$ cat src/rtl/busn2m_pkg.sv
// Shared definitions for the narrow-to-wide bus packer.
//   state_t  : packer FSM encoding (FILL gathers input words, PAD zero-fills
//              the tail of a short final group, DRAIN emits wide words).
//   clog2    : ceiling log2 for sizing helpers.
//   ceil_div : integer ceiling division, used for the output words per blob.
package busn2m_pkg;

   typedef enum logic [1:0] {
      FILL  = 2'd0,
      PAD   = 2'd1,
      DRAIN = 2'd2
   } state_t;

   function automatic int clog2(input int value);
      int result;
      int v;
      result = 0;
      v      = value - 1;
      while (v > 0) begin
         result = result + 1;
         v      = v >> 1;
      end
      return result;
   endfunction

   function automatic int ceil_div(input int num, input int den);
      return (num + den - 1) / den;
   endfunction

endpackage

$ cat src/rtl/busn2m_pack_if.sv
// Handshake bundle between a narrow producer, the packer and a wide consumer.
//   blob_din / blob_din_en / blob_din_eop : narrow word, valid, last-of-blob
//   blob_din_rdy                          : packer can take a narrow word
//   blob_dout / blob_dout_en / blob_dout_eop : wide word, transfer, last-of-blob
//   blob_dout_rdy                         : consumer can take a wide word
// Modports:
//   master : environment side (producer and consumer)
//   slave  : packer side
interface busn2m_pack_if #(
   parameter int IN_WIDTH  = 96,
   parameter int OUT_WIDTH = 512
);

   logic [IN_WIDTH-1:0]  blob_din;
   logic                 blob_din_rdy;
   logic                 blob_din_en;
   logic                 blob_din_eop;
   logic [OUT_WIDTH-1:0] blob_dout;
   logic                 blob_dout_rdy;
   logic                 blob_dout_en;
   logic                 blob_dout_eop;

   modport master (
      output blob_din,
      output blob_din_en,
      output blob_din_eop,
      output blob_dout_rdy,
      input  blob_din_rdy,
      input  blob_dout,
      input  blob_dout_en,
      input  blob_dout_eop
   );

   modport slave (
      input  blob_din,
      input  blob_din_en,
      input  blob_din_eop,
      input  blob_dout_rdy,
      output blob_din_rdy,
      output blob_dout,
      output blob_dout_en,
      output blob_dout_eop
   );

endinterface

$ cat src/rtl/busn2m_pack.sv
// Narrow-to-wide bus packer.
// Gathers IN_WIDTH-bit words into a COM_MUL-bit shift buffer (first word in
// the LSBs) and emits it as OUT_WIDTH-bit words, LSB word first. A blob of N
// input words ends with blob_din_eop; a short final group is zero-padded, and
// output words past the end of the blob (pure padding) are never emitted.
// blob_dout_eop marks the last wide word of each blob.
//
// Ports:
//   clk          : clock
//   rst          : asynchronous active-high reset
//   bus          : busn2m_pack_if.slave handshake bundle (narrow in, wide out)
//   blob_len_err : sticky blob-length error
//
// Build option:
//   BUSN2M_PACK_LEN_CHECK_EN - when defined, blob_len_err flags an eop that
//   arrives on the wrong word count or a blob that runs past N words without
//   eop. When undefined, blob_len_err is constant 0 and no checker exists.
module busn2m_pack
   import busn2m_pkg::*;
#(
   parameter int IN_WIDTH  = 96,
   parameter int OUT_WIDTH = 512,
   parameter int COM_MUL   = 1536,
   parameter int N         = 320
) (
   input  logic           clk,
   input  logic           rst,
   busn2m_pack_if.slave   bus,
   output logic           blob_len_err
);

   localparam int IN_COUNT  = COM_MUL / IN_WIDTH;
   localparam int OUT_COUNT = COM_MUL / OUT_WIDTH;
   localparam int M         = ceil_div(N * IN_WIDTH, OUT_WIDTH);

   localparam logic [15:0] IN_LAST  = 16'(IN_COUNT - 1);
   localparam logic [15:0] OUT_LAST = 16'(OUT_COUNT - 1);
   localparam logic [31:0] M_LAST   = 32'(M - 1);

   state_t               state_r;
   state_t               state_s;
   logic [COM_MUL-1:0]   shift_buf_r;
   logic [COM_MUL-1:0]   shift_buf_s;
   logic [15:0]          din_cnt_r;
   logic [15:0]          din_cnt_s;
   logic [15:0]          dout_cnt_r;
   logic [15:0]          dout_cnt_s;
   logic [31:0]          dout_total_r;
   logic [31:0]          dout_total_s;
   logic                 din_rdy_s;
   logic                 dout_en_s;
   logic                 dout_eop_s;

   // Next-state, buffer and counter update; handshake outputs decode from state.
   always_comb begin
      state_s      = state_r;
      shift_buf_s  = shift_buf_r;
      din_cnt_s    = din_cnt_r;
      dout_cnt_s   = dout_cnt_r;
      dout_total_s = dout_total_r;
      din_rdy_s    = 1'b0;
      dout_en_s    = 1'b0;
      dout_eop_s   = 1'b0;

      case (state_r)
         FILL: begin
            din_rdy_s = 1'b1;
            if (bus.blob_din_en) begin
               shift_buf_s = {bus.blob_din, shift_buf_r[COM_MUL-1:IN_WIDTH]};
               // A full group always drains, even when eop lands on its last
               // slot, so no pad cycles are spent in that case.
               if (din_cnt_r == IN_LAST) begin
                  din_cnt_s = 16'd0;
                  state_s   = DRAIN;
               end else begin
                  din_cnt_s = din_cnt_r + 16'd1;
                  if (bus.blob_din_eop) begin
                     state_s = PAD;
                  end else begin
                     state_s = FILL;
                  end
               end
            end else begin
               state_s = FILL;
            end
         end

         PAD: begin
            // Zero slots push the real words down to the LSBs exactly as
            // real input would; the consumer is not involved here.
            shift_buf_s = {{IN_WIDTH{1'b0}}, shift_buf_r[COM_MUL-1:IN_WIDTH]};
            if (din_cnt_r == IN_LAST) begin
               din_cnt_s = 16'd0;
               state_s   = DRAIN;
            end else begin
               din_cnt_s = din_cnt_r + 16'd1;
               state_s   = PAD;
            end
         end

         DRAIN: begin
            dout_en_s = bus.blob_dout_rdy;
            if (bus.blob_dout_rdy) begin
               shift_buf_s = shift_buf_r >> OUT_WIDTH;
               dout_eop_s  = (dout_total_r == M_LAST);
               if (dout_total_r == M_LAST) begin
                  dout_total_s = 32'd0;
               end else begin
                  dout_total_s = dout_total_r + 32'd1;
               end
               // Leaving on the blob's last word drops any remaining
               // all-pad words of the group.
               if ((dout_cnt_r == OUT_LAST) || (dout_total_r == M_LAST)) begin
                  dout_cnt_s = 16'd0;
                  state_s    = FILL;
               end else begin
                  dout_cnt_s = dout_cnt_r + 16'd1;
                  state_s    = DRAIN;
               end
            end else begin
               state_s = DRAIN;
            end
         end

         default: begin
            state_s      = FILL;
            din_cnt_s    = 16'd0;
            dout_cnt_s   = 16'd0;
            dout_total_s = 32'd0;
         end
      endcase
   end

   // State, shift buffer and counters.
   always_ff @(posedge clk or posedge rst) begin
      if (rst) begin
         state_r      <= FILL;
         shift_buf_r  <= '0;
         din_cnt_r    <= 16'd0;
         dout_cnt_r   <= 16'd0;
         dout_total_r <= 32'd0;
      end else begin
         state_r      <= state_s;
         shift_buf_r  <= shift_buf_s;
         din_cnt_r    <= din_cnt_s;
         dout_cnt_r   <= dout_cnt_s;
         dout_total_r <= dout_total_s;
      end
   end

   assign bus.blob_din_rdy  = din_rdy_s;
   assign bus.blob_dout_en  = dout_en_s;
   assign bus.blob_dout_eop = dout_eop_s;
   assign bus.blob_dout     = shift_buf_r[OUT_WIDTH-1:0];

`ifdef BUSN2M_PACK_LEN_CHECK_EN
   localparam logic [31:0] N_LAST = 32'(N - 1);

   logic        din_xfer_s;
   logic [31:0] din_total_r;
   logic        len_err_r;

   assign din_xfer_s = bus.blob_din_en & din_rdy_s;

   // Accepted-word count within the blob; flags misplaced or missing eop.
   always_ff @(posedge clk or posedge rst) begin
      if (rst) begin
         din_total_r <= 32'd0;
         len_err_r   <= 1'b0;
      end else if (din_xfer_s) begin
         if (bus.blob_din_eop) begin
            din_total_r <= 32'd0;
            if (din_total_r != N_LAST) begin
               len_err_r <= 1'b1;
            end
         end else if (din_total_r == N_LAST) begin
            din_total_r <= 32'd0;
            len_err_r   <= 1'b1;
         end else begin
            din_total_r <= din_total_r + 32'd1;
         end
      end
   end

   assign blob_len_err = len_err_r;
`else
   assign blob_len_err = 1'b0;
`endif

endmodule

$ cat src/flat_wrapper.sv
// flat-port wrapper written by rule: the top's interface ports become plain ports
module busn2m_pack_flat import busn2m_pkg::*;
#(
   parameter int IN_WIDTH  = 96,
   parameter int OUT_WIDTH = 512,
   parameter int COM_MUL   = 1536,
   parameter int N         = 320
)
  (clk, rst, blob_len_err, bus_blob_din, bus_blob_din_en, bus_blob_din_eop, bus_blob_dout_rdy, bus_blob_din_rdy, bus_blob_dout, bus_blob_dout_en, bus_blob_dout_eop);
  busn2m_pack_if #(.IN_WIDTH(IN_WIDTH), .OUT_WIDTH(OUT_WIDTH)) bus_i ();
  input  logic clk;
  input  logic rst;
  output logic blob_len_err;
  input wire logic [$bits(bus_i.blob_din)-1:0] bus_blob_din;
  input wire logic [$bits(bus_i.blob_din_en)-1:0] bus_blob_din_en;
  input wire logic [$bits(bus_i.blob_din_eop)-1:0] bus_blob_din_eop;
  input wire logic [$bits(bus_i.blob_dout_rdy)-1:0] bus_blob_dout_rdy;
  output wire logic [$bits(bus_i.blob_din_rdy)-1:0] bus_blob_din_rdy;
  output wire logic [$bits(bus_i.blob_dout)-1:0] bus_blob_dout;
  output wire logic [$bits(bus_i.blob_dout_en)-1:0] bus_blob_dout_en;
  output wire logic [$bits(bus_i.blob_dout_eop)-1:0] bus_blob_dout_eop;
  assign bus_i.blob_din = bus_blob_din;
  assign bus_i.blob_din_en = bus_blob_din_en;
  assign bus_i.blob_din_eop = bus_blob_din_eop;
  assign bus_i.blob_dout_rdy = bus_blob_dout_rdy;
  assign bus_blob_din_rdy = bus_i.blob_din_rdy;
  assign bus_blob_dout = bus_i.blob_dout;
  assign bus_blob_dout_en = bus_i.blob_dout_en;
  assign bus_blob_dout_eop = bus_i.blob_dout_eop;
  busn2m_pack #(.IN_WIDTH(IN_WIDTH), .OUT_WIDTH(OUT_WIDTH), .COM_MUL(COM_MUL), .N(N)) u_core (.clk(clk), .rst(rst), .bus(bus_i), .blob_len_err(blob_len_err));
endmodule
$ cat config.mk
export PLATFORM = sky130hd
export DESIGN_NAME = busn2m_pack_flat
export DESIGN_NICKNAME = d
export VERILOG_FILES = /design/src/rtl/busn2m_pkg.sv /design/src/rtl/busn2m_pack_if.sv /design/src/rtl/busn2m_pack.sv /design/src/flat_wrapper.sv
export SDC_FILE = /design/constraint.sdc
export NUM_CORES = 2
export LEC_CHECK = 0
export BUFFER_PORTS_ARGS = -buffer_cell sky130_fd_sc_hd__buf_4
export CORE_MARGIN = 3
export CORE_UTILIZATION = 58
export CTS_CLUSTER_DIAMETER = 100
export DETAILED_ROUTE_END_ITERATION = 10
export PLACE_DENSITY = 0.84
export SLEW_MARGIN = 5
export SYNTH_ARGS = -nofsm -noshare
export SYNTH_HDL_FRONTEND = slang
export SYNTH_SLANG_ARGS = --single-unit
$ cat constraint.sdc
create_clock -name clk -period 103.1 [get_ports clk]
set_input_delay 5.155 -clock clk [delete_from_list [all_inputs] [get_ports clk]]
set_output_delay 5.155 -clock clk [all_outputs]
set_load 0.02 [all_outputs]
==> results.tsv <==
stage	metric	value	unit
synthesis	syn_area	71480	um^2
worst_setup_path	worstRegToRegCells	10	
detailed_routing	drtPass1Iterations	7	
pwr	p_int	0.001678	W
pwr	p_seq_frac	0.429	
pwr	powerDensity	38.32	nW/um^2
worst_hold_path	hold_depth	2	
synthesis	synthCells	7672	
cts	cts_max_level	4	
synthesis	synth_edf_count	0	
worst_setup_path	worstPathArrival	5.64	ns
finish	fillers	9682	
worst_setup_path	cp-start-kind	input port	
detailed_routing	via_count	58640	
global_routing	grt_max_degree	248	
timing	setup_viol	0	
worst_hold_path	hold_class	register to register	
global_routing	grt_use_total	0.3598	
finish	syn_to_final_growth	9.500	%
global_routing	antenna_found_initial	29	
detailed_routing	routed_wl	234300	um
cts	ctsResizeCount	0	
pwr	p_clk_frac	0.210	
timing	fin_skew	0.03322	ns
timing	holdWs	0.4945	ns
pwr	power.total	0.002999	W
synthesis	ys_warn_count	0	
detailed_routing	drt_iter0_markers	9168	
synthesis	synth_top_area_frac	0.5608	
synthesis	syn_nets	7781	
cts	clock_sinks	1602	
finish	drive_gt1_frac	0.1267	
global_routing	grt.overflow.total	0	
pwr	ir_worst_vdd	0.00002566	V
timing	drv_slew	0	
die	die_h	357.1	um
detailed_routing	vias_per_cell	6.417	
timing	tightest_slew	1.267	ns
finish	nets	7476	
worst_setup_path	end_kind	primary output	
die	initial_core_util	0.5857	
synthesis	ys_seq_area_frac	0.5608	
detailed_routing	drc_errors	0	
global_routing	grt_pass1_wl	345200	um
worst_hold_path	whs_endpoint	u_core.shift_buf_r[1320]$_DFFE_PP0P_	
detailed_routing	wire_per_inst	25.64	um
worst_setup_path	worstSetupPathType	input port to primary output	
timing	finalSetupTns	0	ns
cts	cts_max_path_buffers	3	
synthesis	ys_seq_elements	1602	
timing	rsz0062_at_grt	false	
detailed_routing	ant_nets	0	
cts	clk_latency	0.78	ns
pwr	p_switching	0.001321	W
timing	max_freq	92.65	MHz
worst_setup_path	rrSetupSlack	97.06	ns
worst_hold_path	holdCritStartpoint	u_core.shift_buf_r[1320]$_DFFE_PP0P_	
place	placed_area	72540	um^2
cts	cts.clk_slew.worst_paths	0.06	ns
timing	max-slew-margin-rel	0.1474	
synthesis	ys.flop_type	dfrtp_1	
worst_setup_path	r2r-start	u_core.state_r[0]$_DFF_PP0_	
run_status	status	completed	
place	dp_hpwl	160200	um
place	portBuffers	615	
timing	hold_viol	0	
timing	fin_crit	10.79	ns
worst_setup_path	cp_max_fo	4	
die	rows	128	
worst_setup_path	rr_endpoint	u_core.shift_buf_r[630]$_DFFE_PP0P_	
die	die_area	127500	um^2
die	core_area	122000	um^2
synthesis	yosys.area.top_type	dfrtp_1	
global_routing	grt_pass1_vias	53380	
pwr	switching_share	0.4403	
worst_setup_path	required	97.94	ns
flow_run	max-cap-violations	0	
die	pin_count	617	
place	gp_congestion	0.9567	
cts	cts_tree	yes	
place	place_inst	8827	
cts	clk_root_buffer_cell	clkbuf_16	
pwr	pwr-share-comb	0.361	
synthesis	synthTopCellsByCount	nor2_1, dfrtp_1, nand2_1, a221oi_1, clkbuf_1	
cts	cts_setup_buffers	0	
synthesis	async_reset_ff_frac	1.000	
timing	period_share	0.1047	
die	chipWidth	357.1	um
synthesis	postSynthAreaPerCell	9.317	um^2
synthesis	synth_most_common_cell	nor2_1	
finish	layout.cells.non_filler	9138	
synthesis	yosys-top-cells-area	dfrtp_1, a221oi_1, nor2_1	
finish	stdcell_area	78270	um^2
pwr	leakage	37.47	nW
cts	numCtsBuffers	163	
synthesis	synth_cell_types	44	
cts	postCtsHoldBufs	0	
[how the worst max path moves through the flow]
stage,from,end,slack [ns],depth (start not counted)
after detailed placement,bus_blob_dout_rdy,bus_blob_dout_en,92.31,4
after global routing,bus_blob_dout_rdy,bus_blob_dout_en,92.25,4
after global placement,bus_blob_dout_rdy,bus_blob_dout_en,92.34,4
final,bus_blob_dout_rdy,bus_blob_dout_en,92.31,4
after floorplan,rst,u_core.din_cnt_r[0]$_DFFE_PP0P_,52.74,1
after CTS,bus_blob_dout_rdy,bus_blob_dout_en,92.31,4
[per-layer routing]
metal / GRT usage / wire, um / vias to the layer above
met4: 0.2081 / 16120 / 24
met3: 0.1145 / 28420 / 548
met1: 0.4852 / 87980 / 29420
li1: - / - / 25410
met5: 0 / 166 / -
met2: 0.5145 / 101600 / 3234
[cells by family (layout without fill, tap and decap cells)]
logic type / Yosys count / in the layout / synth area share
AND/OR/NAND/NOR: 3791 / 3791 / 0.2153
AO/OA/AOI/OAI: 1054 / 1054 / 0.1280
other: 1 / 15 / 0.00005246
adder cells (fa/ha/maj): 8 / 8 / 0.001400
buffers and inverters: 1165 / 992 / 0.08817
XOR/XNOR: 49 / 49 / 0.006004
flip-flops: 1602 / 1602 / 0.5608
multiplexers: 2 / 2 / 0.0002976
[cell type report]
class,instances,area [um^2],share of cell area
well taps,1625,2033,0.02598
clock buffers,234,4708,0.06016
multi-input cells,4905,25120,0.3209
clock inverters,63,982.2,0.01255
inverters,13,56.30,0.0007194
diodes,14,35.03,0.0004476
flip-flops and latches,1602,40090,0.5122
repair buffers,682,5245,0.06701
[worst max-delay path: stages]
cell and delay (ns):
buf_4 0.12, nand2_1 0.10, inv_1 0.09, buf_4 0.16
[registers in the layout (all words and copies together), names as in the netlist]
register and flops:
u_core.state_r 2, u_core.shift_buf_r 1536, u_core.dout_total_r 32, u_core.din_cnt_r 16, u_core.dout_cnt_r 16
[power by group through the flow]
stage               registers [W]  clock network [W]  logic (W)
global route              0.00130           0.000659    0.00118
detailed placement        0.00127                  0    0.00107
global placement          0.00126                  0    0.00104
finish                    0.00129           0.000630    0.00108
CTS                       0.00127           0.000632    0.00108
floorplan                 0.00110                  0   0.000863
[cell usage in the layout, fill, tap and decap left out, types with 2 or more instances in the layout]
cell | netlist | final
a211oi_1 | 2 | 2
a21oi_1 | 9 | 9
a221oi_1 | 1024 | 1024
a31oi_1 | 2 | 2
and2_1 | 5 | 4
and3_1 | 3 | 3
and4_1 | 9 | 9
buf_12 | 0 | 10
buf_4 | 513 | 672
bufinv_16 | 0 | 20
clkbuf_1 | 628 | 37
clkbuf_16 | 0 | 165
clkbuf_8 | 0 | 32
clkinv_2 | 0 | 25
clkinv_8 | 0 | 2
clkinvlp_4 | 0 | 4
dfrtp_1 | 1602 | 1602
diode_2 | 0 | 14
ha_1 | 8 | 7
inv_1 | 13 | 12
inv_16 | 0 | 6
inv_6 | 0 | 4
nand2_1 | 1053 | 1053
nand3_1 | 438 | 438
nand3b_1 | 96 | 96
nand4_1 | 15 | 15
nor2_1 | 2112 | 2112
nor2b_1 | 2 | 2
nor3_1 | 20 | 19
nor4_1 | 15 | 15
nor4b_1 | 2 | 2
o21ai_0 | 11 | 11
or3_1 | 8 | 7
or4_1 | 6 | 6
xnor2_1 | 30 | 30
xor2_1 | 19 | 19
[per-stage QoR]
step	util	setup slack, ns
2_1_floorplan	-	52.74
3_5_place_dp	0.5944	92.31
3_3_place_gp	0.5944	92.34
5_1_grt	0.6411	92.25
6_report	0.6414	92.31
4_1_cts	0.6411	92.31
Note: power is estimated with default switching activity, not from simulation.
